File: config.mk
export PLATFORM = sky130hd
export DESIGN_NAME = encrypt_sched
export DESIGN_NICKNAME = d
export VERILOG_FILES = /design/src/rtl/encrypt_sched_pkg.sv /design/src/rtl/encrypt_sched_xor_stage.sv /design/src/rtl/encrypt_sched.sv
export SDC_FILE = /design/constraint.sdc
export NUM_CORES = 1
export LEC_CHECK = 0
export CAP_MARGIN = 10
export CORE_MARGIN = 10
export CORE_UTILIZATION = 47
export CTS_CLUSTER_DIAMETER = 200
export DETAILED_ROUTE_END_ITERATION = 12
export HOLD_SLACK_MARGIN = 0.15
export PLACE_DENSITY = 0.81
export RECOVER_POWER = 50
export SYNTH_ARGS = -nofsm -noshare
export SYNTH_HDL_FRONTEND = slang
export SYNTH_SLANG_ARGS = --single-unit
File: constraint.sdc
create_clock -name clk -period 2.5 [get_ports clk]
set_input_delay 0.5 -clock clk [delete_from_list [all_inputs] [get_ports clk]]
set_output_delay 0.5 -clock clk [all_outputs]
set_load 0.02 [all_outputs]
File: src/rtl/encrypt_sched_pkg.sv
// -----------------------------------------------------------------------------
// encrypt_pkg
// Shared types and default sizes for the per-pixel XOR encryption sequencer.
//   state_t : sequencer states (IDLE, RUN, DRAIN, DONE, ERR)
//   rgb_t   : one R/G/B triple at the default channel width
// -----------------------------------------------------------------------------
package encrypt_pkg;

  localparam int DEF_ADDR_W     = 14;
  localparam int DEF_NUM_PIX    = 16384;
  localparam int DEF_DATA_W     = 8;
  localparam int DEF_KS_TIMEOUT = 255;

  typedef enum logic [2:0] {
    IDLE  = 3'd0,
    RUN   = 3'd1,
    DRAIN = 3'd2,
    DONE  = 3'd3,
    ERR   = 3'd4
  } state_t;

  typedef struct packed {
    logic [DEF_DATA_W-1:0] r;
    logic [DEF_DATA_W-1:0] g;
    logic [DEF_DATA_W-1:0] b;
  } rgb_t;

endpackage

File: src/rtl/encrypt_sched_xor_stage.sv
// -----------------------------------------------------------------------------
// xor_stage
// Stage-1 register of the encryption datapath. Captures the pixel address and
// keystream triple on a transfer, then one cycle later XORs the keystream with
// the plain-RAM read data (which arrives exactly then) and drives the write.
//   clk, rst_n            : clock, async active-low reset
//   i_vld                 : a keystream transfer happened this cycle
//   i_addr, i_ks_r/g/b    : address and keystream captured on i_vld
//   i_squash              : suppress the pending write this cycle (abort)
//   i_rd_r/g/b            : plain RAM read data for the captured address
//   o_wr_en, o_wr_addr    : encrypted RAM write enable / address
//   o_wr_r/g/b            : encrypted bytes
// -----------------------------------------------------------------------------
module xor_stage
  import encrypt_pkg::*;
#(
  parameter int ADDR_W = DEF_ADDR_W,
  parameter int DATA_W = DEF_DATA_W
) (
  input  logic              clk,
  input  logic              rst_n,
  input  logic              i_vld,
  input  logic [ADDR_W-1:0] i_addr,
  input  logic [DATA_W-1:0] i_ks_r,
  input  logic [DATA_W-1:0] i_ks_g,
  input  logic [DATA_W-1:0] i_ks_b,
  input  logic              i_squash,
  input  logic [DATA_W-1:0] i_rd_r,
  input  logic [DATA_W-1:0] i_rd_g,
  input  logic [DATA_W-1:0] i_rd_b,
  output logic              o_wr_en,
  output logic [ADDR_W-1:0] o_wr_addr,
  output logic [DATA_W-1:0] o_wr_r,
  output logic [DATA_W-1:0] o_wr_g,
  output logic [DATA_W-1:0] o_wr_b
);

  logic              r_vld_p1;
  logic [ADDR_W-1:0] r_addr_p1;
  logic [DATA_W-1:0] r_ks_r_p1;
  logic [DATA_W-1:0] r_ks_g_p1;
  logic [DATA_W-1:0] r_ks_b_p1;

  // ---- stage 0 -> stage 1: capture address and keystream on transfer ----
  always_ff @(posedge clk or negedge rst_n) begin
    if (!rst_n) begin
      r_vld_p1  <= 1'b0;
      r_addr_p1 <= '0;
      r_ks_r_p1 <= '0;
      r_ks_g_p1 <= '0;
      r_ks_b_p1 <= '0;
    end else begin
      r_vld_p1 <= i_vld;
      if (i_vld) begin
        r_addr_p1 <= i_addr;
        r_ks_r_p1 <= i_ks_r;
        r_ks_g_p1 <= i_ks_g;
        r_ks_b_p1 <= i_ks_b;
      end
    end
  end

  // ---- stage 1: RAM data lands now; XOR straight onto the write port ----
  // Data is gated by the enable so idle/reset cycles present zeros.
  assign o_wr_en   = r_vld_p1 && !i_squash;
  assign o_wr_addr = r_addr_p1;
  assign o_wr_r    = o_wr_en ? (i_rd_r ^ r_ks_r_p1) : '0;
  assign o_wr_g    = o_wr_en ? (i_rd_g ^ r_ks_g_p1) : '0;
  assign o_wr_b    = o_wr_en ? (i_rd_b ^ r_ks_b_p1) : '0;

endmodule

File: src/rtl/encrypt_sched.sv
// -----------------------------------------------------------------------------
// encrypt_sched
// Frame sequencer for the per-pixel XOR encryption datapath. Walks pixel
// addresses 0..NUM_PIX-1, pulling one keystream triple per pixel, reading the
// plain RAMs on each transfer and writing the encrypted RAMs one cycle later.
//   clk, rst_n          : clock, async active-low reset
//   start, abort        : frame control pulses (abort wins when both high)
//   ks_req, ks_valid    : keystream handshake; transfer = ks_req && ks_valid
//   ks_r/g/b            : keystream bytes
//   rd_en, rd_addr      : plain RAM read port (combinational from transfer)
//   rd_r/g/b            : plain RAM data, one cycle after rd_en
//   wr_en, wr_addr      : encrypted RAM write port
//   wr_r/g/b            : encrypted bytes
//   busy, done, ks_err  : status levels
//   pix_cnt             : pixels written this frame
// -----------------------------------------------------------------------------
module encrypt_sched
  import encrypt_pkg::*;
#(
  parameter int ADDR_W     = DEF_ADDR_W,
  parameter int NUM_PIX    = DEF_NUM_PIX,
  parameter int DATA_W     = DEF_DATA_W,
  parameter int KS_TIMEOUT = DEF_KS_TIMEOUT
) (
  input  logic              clk,
  input  logic              rst_n,
  input  logic              start,
  input  logic              abort,
  output logic              ks_req,
  input  logic              ks_valid,
  input  logic [DATA_W-1:0] ks_r,
  input  logic [DATA_W-1:0] ks_g,
  input  logic [DATA_W-1:0] ks_b,
  output logic              rd_en,
  output logic [ADDR_W-1:0] rd_addr,
  input  logic [DATA_W-1:0] rd_r,
  input  logic [DATA_W-1:0] rd_g,
  input  logic [DATA_W-1:0] rd_b,
  output logic              wr_en,
  output logic [ADDR_W-1:0] wr_addr,
  output logic [DATA_W-1:0] wr_r,
  output logic [DATA_W-1:0] wr_g,
  output logic [DATA_W-1:0] wr_b,
  output logic              busy,
  output logic              done,
  output logic              ks_err,
  output logic [ADDR_W:0]   pix_cnt
);

  // The stall counter only needs to reach KS_TIMEOUT-1: the next stalled
  // cycle is the one that trips the error.
  localparam int ST_W = (KS_TIMEOUT > 1) ? $clog2(KS_TIMEOUT) : 1;
  localparam logic [ST_W-1:0]   STALL_LIM = ST_W'((KS_TIMEOUT > 0) ? KS_TIMEOUT - 1 : 0);
  localparam logic [ADDR_W-1:0] LAST_ADDR = ADDR_W'(NUM_PIX - 1);

  state_t            r_state;
  state_t            w_state_nxt;
  logic [ADDR_W-1:0] r_addr;
  logic [ADDR_W:0]   r_pix_cnt;
  logic [ST_W-1:0]   r_stall;

  logic w_run;
  logic w_busy;
  logic w_idle_like;
  logic w_xfer;
  logic w_last;
  logic w_timeout;
  logic w_start_act;
  logic w_abort_act;
  logic w_wr_en;

  assign w_run       = (r_state == RUN);
  assign w_busy      = (r_state == RUN) || (r_state == DRAIN);
  assign w_idle_like = (r_state == IDLE) || (r_state == DONE) || (r_state == ERR);
  assign w_xfer      = w_run && ks_valid;
  assign w_last      = (r_addr == LAST_ADDR);
  assign w_timeout   = (KS_TIMEOUT != 0) && w_run && !ks_valid && (r_stall == STALL_LIM);
  assign w_start_act = start && !abort && w_idle_like;
  assign w_abort_act = abort && w_busy;

  // ---- FSM state register ----
  always_ff @(posedge clk or negedge rst_n) begin
    if (!rst_n) r_state <= IDLE;
    else        r_state <= w_state_nxt;
  end

  always_comb begin
    w_state_nxt = r_state;
    unique case (r_state)
      IDLE, DONE, ERR: if (w_start_act) w_state_nxt = RUN;
      RUN: begin
        if (abort)                 w_state_nxt = IDLE;
        else if (w_xfer && w_last) w_state_nxt = DRAIN;
        else if (w_timeout)        w_state_nxt = ERR;
      end
      DRAIN: begin
        if (abort) w_state_nxt = IDLE;
        else       w_state_nxt = DONE;
      end
      default: w_state_nxt = IDLE;
    endcase
  end

  // ---- frame counters: address, stall run length, pixels written ----
  always_ff @(posedge clk or negedge rst_n) begin
    if (!rst_n) begin
      r_addr    <= '0;
      r_pix_cnt <= '0;
      r_stall   <= '0;
    end else if (w_start_act) begin
      r_addr    <= '0;
      r_pix_cnt <= '0;
      r_stall   <= '0;
    end else begin
      if (w_xfer && !abort) begin
        r_stall <= '0;
        // Hold on the last index so a full 2**ADDR_W frame never wraps.
        if (!w_last) r_addr <= r_addr + ADDR_W'(1);
      end else if (w_run && !ks_valid) begin
        r_stall <= r_stall + ST_W'(1);
      end
      if (w_wr_en) r_pix_cnt <= r_pix_cnt + (ADDR_W + 1)'(1);
    end
  end

  // ---- stage 0: keystream handshake and plain RAM read ----
  assign ks_req  = w_run;
  assign rd_en   = w_xfer;
  assign rd_addr = r_addr;

  xor_stage #(
    .ADDR_W (ADDR_W),
    .DATA_W (DATA_W)
  ) u_xor_stage (
    .clk       (clk),
    .rst_n     (rst_n),
    .i_vld     (w_xfer && !abort),
    .i_addr    (r_addr),
    .i_ks_r    (ks_r),
    .i_ks_g    (ks_g),
    .i_ks_b    (ks_b),
    .i_squash  (w_abort_act),
    .i_rd_r    (rd_r),
    .i_rd_g    (rd_g),
    .i_rd_b    (rd_b),
    .o_wr_en   (w_wr_en),
    .o_wr_addr (wr_addr),
    .o_wr_r    (wr_r),
    .o_wr_g    (wr_g),
    .o_wr_b    (wr_b)
  );

  assign wr_en   = w_wr_en;
  assign busy    = w_busy;
  assign done    = (r_state == DONE);
  assign ks_err  = (r_state == ERR);
  assign pix_cnt = r_pix_cnt;

endmodule

==> flow_metrics.tcl, run 1 <==
set metrics [dict create \
    dieArea_mm2 0.0129 \
    vias 3855 \
    critical_path.cell_chain "xnor2_2 > buf_4 > nor2_1 > clkdlybuf4s50_1" \
    r2r_slack_ns 0.33 \
    routedWlPerCell_um 16.2 \
    p_switching_uw 808 \
    routed_wl_um 11500 \
    die_w_um 113 \
    yosys_warnings 0 \
    layout-drive-gt1-share_pct 5.62 \
    min_period_ns 2.36 \
    die_h_um 113 \
    crit_path_max_incr_delay_ns 0.61 \
    grt_max_degree 42 \
    fp-row-count 34 \
    post-route-util_pct 65.8 \
    cap_viol_max_count 0 \
    finalPower_mw 2.85 \
    fmax_mhz 424 \
    syn_inst 467 \
    post-route-period-util_pct 94.4 \
    worstPathArrival_ns 1.86 \
    grt_use_total_pct 17.8 \
    grt_overflow 0 \
    num-nets-final 657 \
    syn_area_per_cell_um2 8.79 \
    yosysTopAreaCell "dfrtp_1" \
    pwr-share-comb_pct 18.2 \
    skew_ns 0.0154 \
    intPower_mw 2.04 \
    antenna_left 0 \
    powerDensity_mw_per_mm2 504 \
    netlist_area_mm2 0.00410 \
    n_antenna_cell 0 \
    worst_pin_slew_ns 1.02 \
    drt_iter0_markers 198 \
    syn-num-nets 524 \
    status "completed" \
    clock-sinks 79 \
    min_path_type "flop to flop" \
    synth-edff-count 0 \
    start_util_pct 47.7 \
    cts_root_buf "clkbuf_8" \
    start_kind "flop" \
    cp-end-kind "output port" \
    holdPathStages 2 \
    yosys.cell_types.count 52 \
    cp.required_ns 2.00 \
    crit_cells 4 \
    firstDrtPassIters 4 \
    cp_top_family "buffers and inverters" \
    coreArea_mm2 0.00859 \
    critPathBufInv 2 \
    power.leakage_nw 2.69 \
    cts_tree "done" \
    rsz0062_at_grt "false" \
    ctsHtreeMaxLevel 3 \
    ys_seq_area_share_pct 48.2 \
    slowest_stage "clkdlybuf4s50_1" \
    path_class "flop to output port" \
    path_clk_slew_ns 0.08 \
    final_hold_viol_count 0 \
    clock_latency_ns 0.35 \
    synth_flop_cell "dfrtp_1" \
    worstPathMaxFanout 8 \
    io_pins 126 \
    worst-r2r-cell-count 7 \
    stdcell_area_mm2 0.00565 \
    place_congestion 0.810 \
    synth_area_leaders "dfrtp_1 48%, nand2_1 13%, xnor2_1 5.1%" \
    setup_viol 0 \
    tns_ns 0 \
    p_seq_share_pct 52.3 \
    vdd_ir_drop_max_uv 272 \
    areaGrowthSynthToFinish_pct 37.8 \
    placed_area_mm2 0.00554 \
    vias_per_cell 5.41 \
    io_buffers 125 \
    drc 0 \
    antenna_found_initial 0 \
    clock_path_buffers 2 \
    cts_made_buffers 9 \
    slew-limit-headroom_pct 31.9 \
    n_fill_cell 728 \
    grt_pass1_wl_um 19000 \
    switching_share_pct 28.4 \
    detailed_place_hpwl_um 8820 \
    grt_pass1_vias 3872 \
    synth_top_area_share_pct 48.2 \
    async_reset_ff_share_pct 100 \
    yosys_register_bits 79 \
    slew_viol_final 0 \
    clkPwrFrac_pct 29.6 \
]
-- registers in the layout, indices dropped and copies added, names as in the netlist --
name / flops
u_xor_stage.r_ks_g_p1: 8
pix_cnt: 15
u_xor_stage.r_ks_b_p1: 8
u_xor_stage.r_ks_r_p1: 8
rd_addr: 14
r_stall: 8
r_state: 3
u_xor_stage.r_vld_p1: 1
u_xor_stage.o_wr_addr: 14
-- power by group through the flow --
stage	Sequential, mW	Clock [mW]	Combinational [mW]
6_report	1.49	0.842	0.517
4_1_cts	1.49	0.870	0.539
5_1_grt	1.51	0.908	0.577
3_5_place_dp	1.52	0	0.543
2_1_floorplan	1.51	0	0.281
3_3_place_gp	1.51	0	0.520
-- metrics by stage --
stage          hold slack, ns  std cells  worst slack, ns
3_3_place_gp            0.461        696          -0.0576
6_report                0.473        713            0.140
3_5_place_dp            0.463        696          -0.0957
2_1_floorplan           0.204        467            0.413
4_1_cts                 0.484        713          0.00885
5_1_grt                 0.511        713           0.0725
-- worst register-to-register path, delay by kind of cell (launching register included) --
family        cells  cell delay [ns]
buf+inv           3             0.79
flops             1             0.48
simple gates      4             0.85
-- layer usage --
metal | routed length [µm] | share of wire (%) | up-vias | global-route usage (%)
li1 | - | - | 1866 | -
met1 | 4540 | 39 | 1860 | 19.2
met2 | 6010 | 52 | 112 | 32.0
met3 | 734 | 6.4 | 17 | 5.72
met4 | 238 | 2.1 | 0 | 6.26
met5 | 0 | 0 | - | 0
-- path summary, 6_finish.rpt --
| kind | start | to |
|---|---|---|
| min in group asynchronous | rst_n | u_xor_stage.o_wr_addr[10] |
| setup / recovery | r_state[1] | busy |
| setup reg to reg | r_state[1] | u_xor_stage.r_ks_g_p1[3] |
| max in group asynchronous | rst_n | rd_addr[12] |
| hold / removal | u_xor_stage.o_wr_addr[3] | u_xor_stage.o_wr_addr[3] |
| hold reg to reg | u_xor_stage.o_wr_addr[3] | u_xor_stage.o_wr_addr[3] |
-- kinds of logic (layout without fill, tap and decap cells) --
kind of cell,count (synthesis),count (layout),share of synthesized area [%]
muxes,13,13,3.17
xor gates and xnor gates,29,29,6.37
and+or+nand+nor,248,248,27.6
adders and majority gates,4,4,1.22
AOI/OAI and AO/OA,62,62,9.88
buffers and inverters,32,170,3.54
DFF,79,79,48.2
-- synthesized netlist by cell type (all sizes together), types with 2 or more instances --
cell	instances
nand2	139
dfrtp	79
nor2	37
xnor2	25
a21oi	18
nand3	15
mux2i	13
buf	11
inv	11
o21ai	10
clkbuf	9
o31ai	9
or4	9
nor3	7
or3	7
and3	5
nand2b	5
nand4	5
a31oi	4
and4	4
ha	4
nor4	4
o211ai	4
xor2	4
a211oi	2
a21boi	2
and2	2
and3b	2
nor2b	2
o21a	2
o311ai	2
o41ai	2
-- what timing repair did --
action                                  CTS  global route
buffers inserted                          0             0
resized for setup                        27             1
endpoints found under the setup margin   27             1
hold buffers                              1             0
endpoints found under the hold margin     6             0
-- cell type report --
type	count	area [µm²]	area share, %
Clock inverter	5	33.8	0.598
Timing Repair Buffer	142	1340	23.7
Multi-Input combinational cell	356	1980	35.0
Inverter	12	46.3	0.819
Clock buffer	11	141	2.50
Sequential cell	79	1980	35.0
Tap cell	108	135	2.39
-- cell usage in the layout, fill, tap and decap left out, types with 6 or more instances in the layout --
| master | count |
|---|---|
| clkbuf_8 | 10 |
| nor2_1 | 37 |
| dlygate4sd2_1 | 26 |
| mux2i_1 | 13 |
| xnor2_1 | 24 |
| or4_1 | 9 |
| o21ai_0 | 8 |
| or3_1 | 7 |
| clkdlybuf4s50_1 | 77 |
| nand2_1 | 139 |
| a21oi_1 | 18 |
| o31ai_1 | 9 |
| clkbuf_1 | 6 |
| dfrtp_1 | 78 |
| dlygate4sd3_1 | 21 |
| nor3_1 | 7 |
| buf_4 | 8 |
| inv_1 | 11 |
| nand3_1 | 15 |
Power figures use the tool's default switching activity.
==> run 2: changes to the inputs <==
- MAX_ROUTING_LAYER: not set -> met4
==> flow_metrics.tcl, run 2 (synthesis gave the netlist of run 1 again) <==
set metrics [dict create \
    detailed_place_hpwl_um 8820 \
    worst_pin_slew_ns 1.01 \
    slowest_stage "clkdlybuf4s50_1" \
    clock_path_buffers 2 \
    critPathBufInv 2 \
    r2r_slack_ns 0.33 \
    clock_latency_ns 0.35 \
    grt_pass1_wl_um 19000 \
    final_cell_mix "139 x nand2_1, 78 x dfrtp_1, 77 x clkdlybuf4s50_1" \
    start_util_pct 47.7 \
    layout-drive-gt1-share_pct 5.62 \
    holdPathStages 2 \
    antenna_left 0 \
    vdd_ir_drop_max_uv 272 \
    hold_slack_ns 0.473 \
    cp.required_ns 2.00 \
    path_class "flop to output port" \
    drc 0 \
    rsz0062_at_grt "false" \
    worstPathMaxFanout 8 \
    post-route-period-util_pct 94.3 \
    cts_made_buffers 9 \
    clock-sinks 79 \
    slew-limit-headroom_pct 32.7 \
    min_period_ns 2.36 \
    worst-r2r-cell-count 7 \
    cap_viol_max_count 0 \
    antenna_found_initial 0 \
    vias_per_cell 5.39 \
    setup_viol 0 \
    powerDensity_mw_per_mm2 504 \
    min_path_type "flop to flop" \
    die_h_um 113 \
    finalPower_mw 2.85 \
    final_cells 713 \
    num-nets-final 657 \
    slew_viol_final 0 \
    dieArea_mm2 0.0129 \
    die_w_um 113 \
    cts_root_buf "clkbuf_8" \
    io_buffers 125 \
    largest_reg_flops 15 \
    worstPathArrival_ns 1.86 \
    ctsHtreeMaxLevel 3 \
    fp-row-count 34 \
    final_hold_viol_count 0 \
    n_antenna_cell 0 \
    timing.rr.end "u_xor_stage.r_ks_g_p1[3]" \
    dp.cells 696 \
    path_clk_slew_ns 0.08 \
    routed_wl_um 11400 \
    io_pins 126 \
    start_kind "flop" \
    final_common_cell "nand2_1" \
    cts_tree "done" \
    fmax_mhz 424 \
    dp_slack_ns -0.0957 \
    vias 3844 \
    power.leakage_nw 2.69 \
    whs_endpoint "u_xor_stage.o_wr_addr[3]" \
    skew_ns 0.0154 \
    cts_setup_buffers 0 \
    drt_iter0_markers 204 \
    grt_pass1_vias 3881 \
    areaGrowthSynthToFinish_pct 37.8 \
    critical_path.cell_chain "xnor2_2 > buf_4 > nor2_1 > clkdlybuf4s50_1" \
    routedWlPerCell_um 16.1 \
    crit_path_max_incr_delay_ns 0.61 \
    status "completed" \
    setup_slack_ns 0.142 \
    place_congestion 0.822 \
    grt_max_degree 42 \
    hold_start "u_xor_stage.o_wr_addr[3]" \
    grt_use_total_pct 18.3 \
    cp-end-kind "output port" \
    regToRegStartpoint "r_state[1]" \
    coreArea_mm2 0.00859 \
    firstDrtPassIters 4 \
    cp_top_family "buffers and inverters" \
    grt_overflow 0 \
]
run 2: cell counts in the layout (fill, tap and decap cells not counted):
Identical to the previous run, type by type.
run 2: final cells by class:
| cell class | instances | area [µm²] |
|---|---|---|
| clock buffers | 11 | 141 |
| clock inverters | 5 | 33.8 |
| fillers | 728 | 2940 |
| inverters | 12 | 46.3 |
| multi-input cells | 356 | 1980 |
| flip-flops and latches | 79 | 1980 |
| well taps | 108 | 135 |
| repair buffers | 142 | 1340 |
run 2: repair_timing:
item	4_1_cts	5_1_grt
resized for setup	27	1
endpoints found under the setup margin	27	1
hold buffers	1	0
endpoints found under the hold margin	6	0
pin swaps	0	0
run 2: per-layer routing:
metal | share of wire [%] | wire length, µm | track usage (%)
met5 | 0 | 0 | -
met1 | 40 | 4590 | 20.1
met2 | 53 | 6030 | 31.7
met3 | 5.2 | 593 | 4.67
met4 | 2.0 | 231 | 6.26
run 2: stage by stage:
| stage | util [%] | setup TNS, ns | area (µm²) |
|---|---|---|---|
| 3_5_place_dp | 64.4 | -1.89 | 5540 |
| 6_report | 65.8 | 0 | 5650 |
| 3_3_place_gp | 64.4 | -1.30 | 5540 |
| 2_1_floorplan | - | 0 | 4100 |
| 5_1_grt | 65.8 | 0 | 5650 |
| 4_1_cts | 66.2 | 0 | 5690 |
run 2: worst max-delay path by stage:
stage / from / to / cells after the start
6_report: r_state[1] / busy / 4
5_1_grt: r_state[1] / rd_en / 4
4_1_cts: r_state[1] / ks_req / 3
3_5_place_dp: abort / wr_r[0] / 6
3_3_place_gp: abort / wr_b[7] / 6
2_1_floorplan: r_state[2] / wr_b[2] / 5
run 2: report_power, final:
group          switching, mW  internal [mW]  leakage (nW)  total [mW]
Combinational          0.256          0.261          1.54       0.517
Sequential            0.0959           1.39          1.07        1.49
Clock                  0.454          0.386        0.0853       0.840
run 2: tightest hold or removal path, stage by stage, from the launching register on:
cell	delay, ns
dfrtp_1	0.34
nand2_1	0.05
nand2_1	0.05
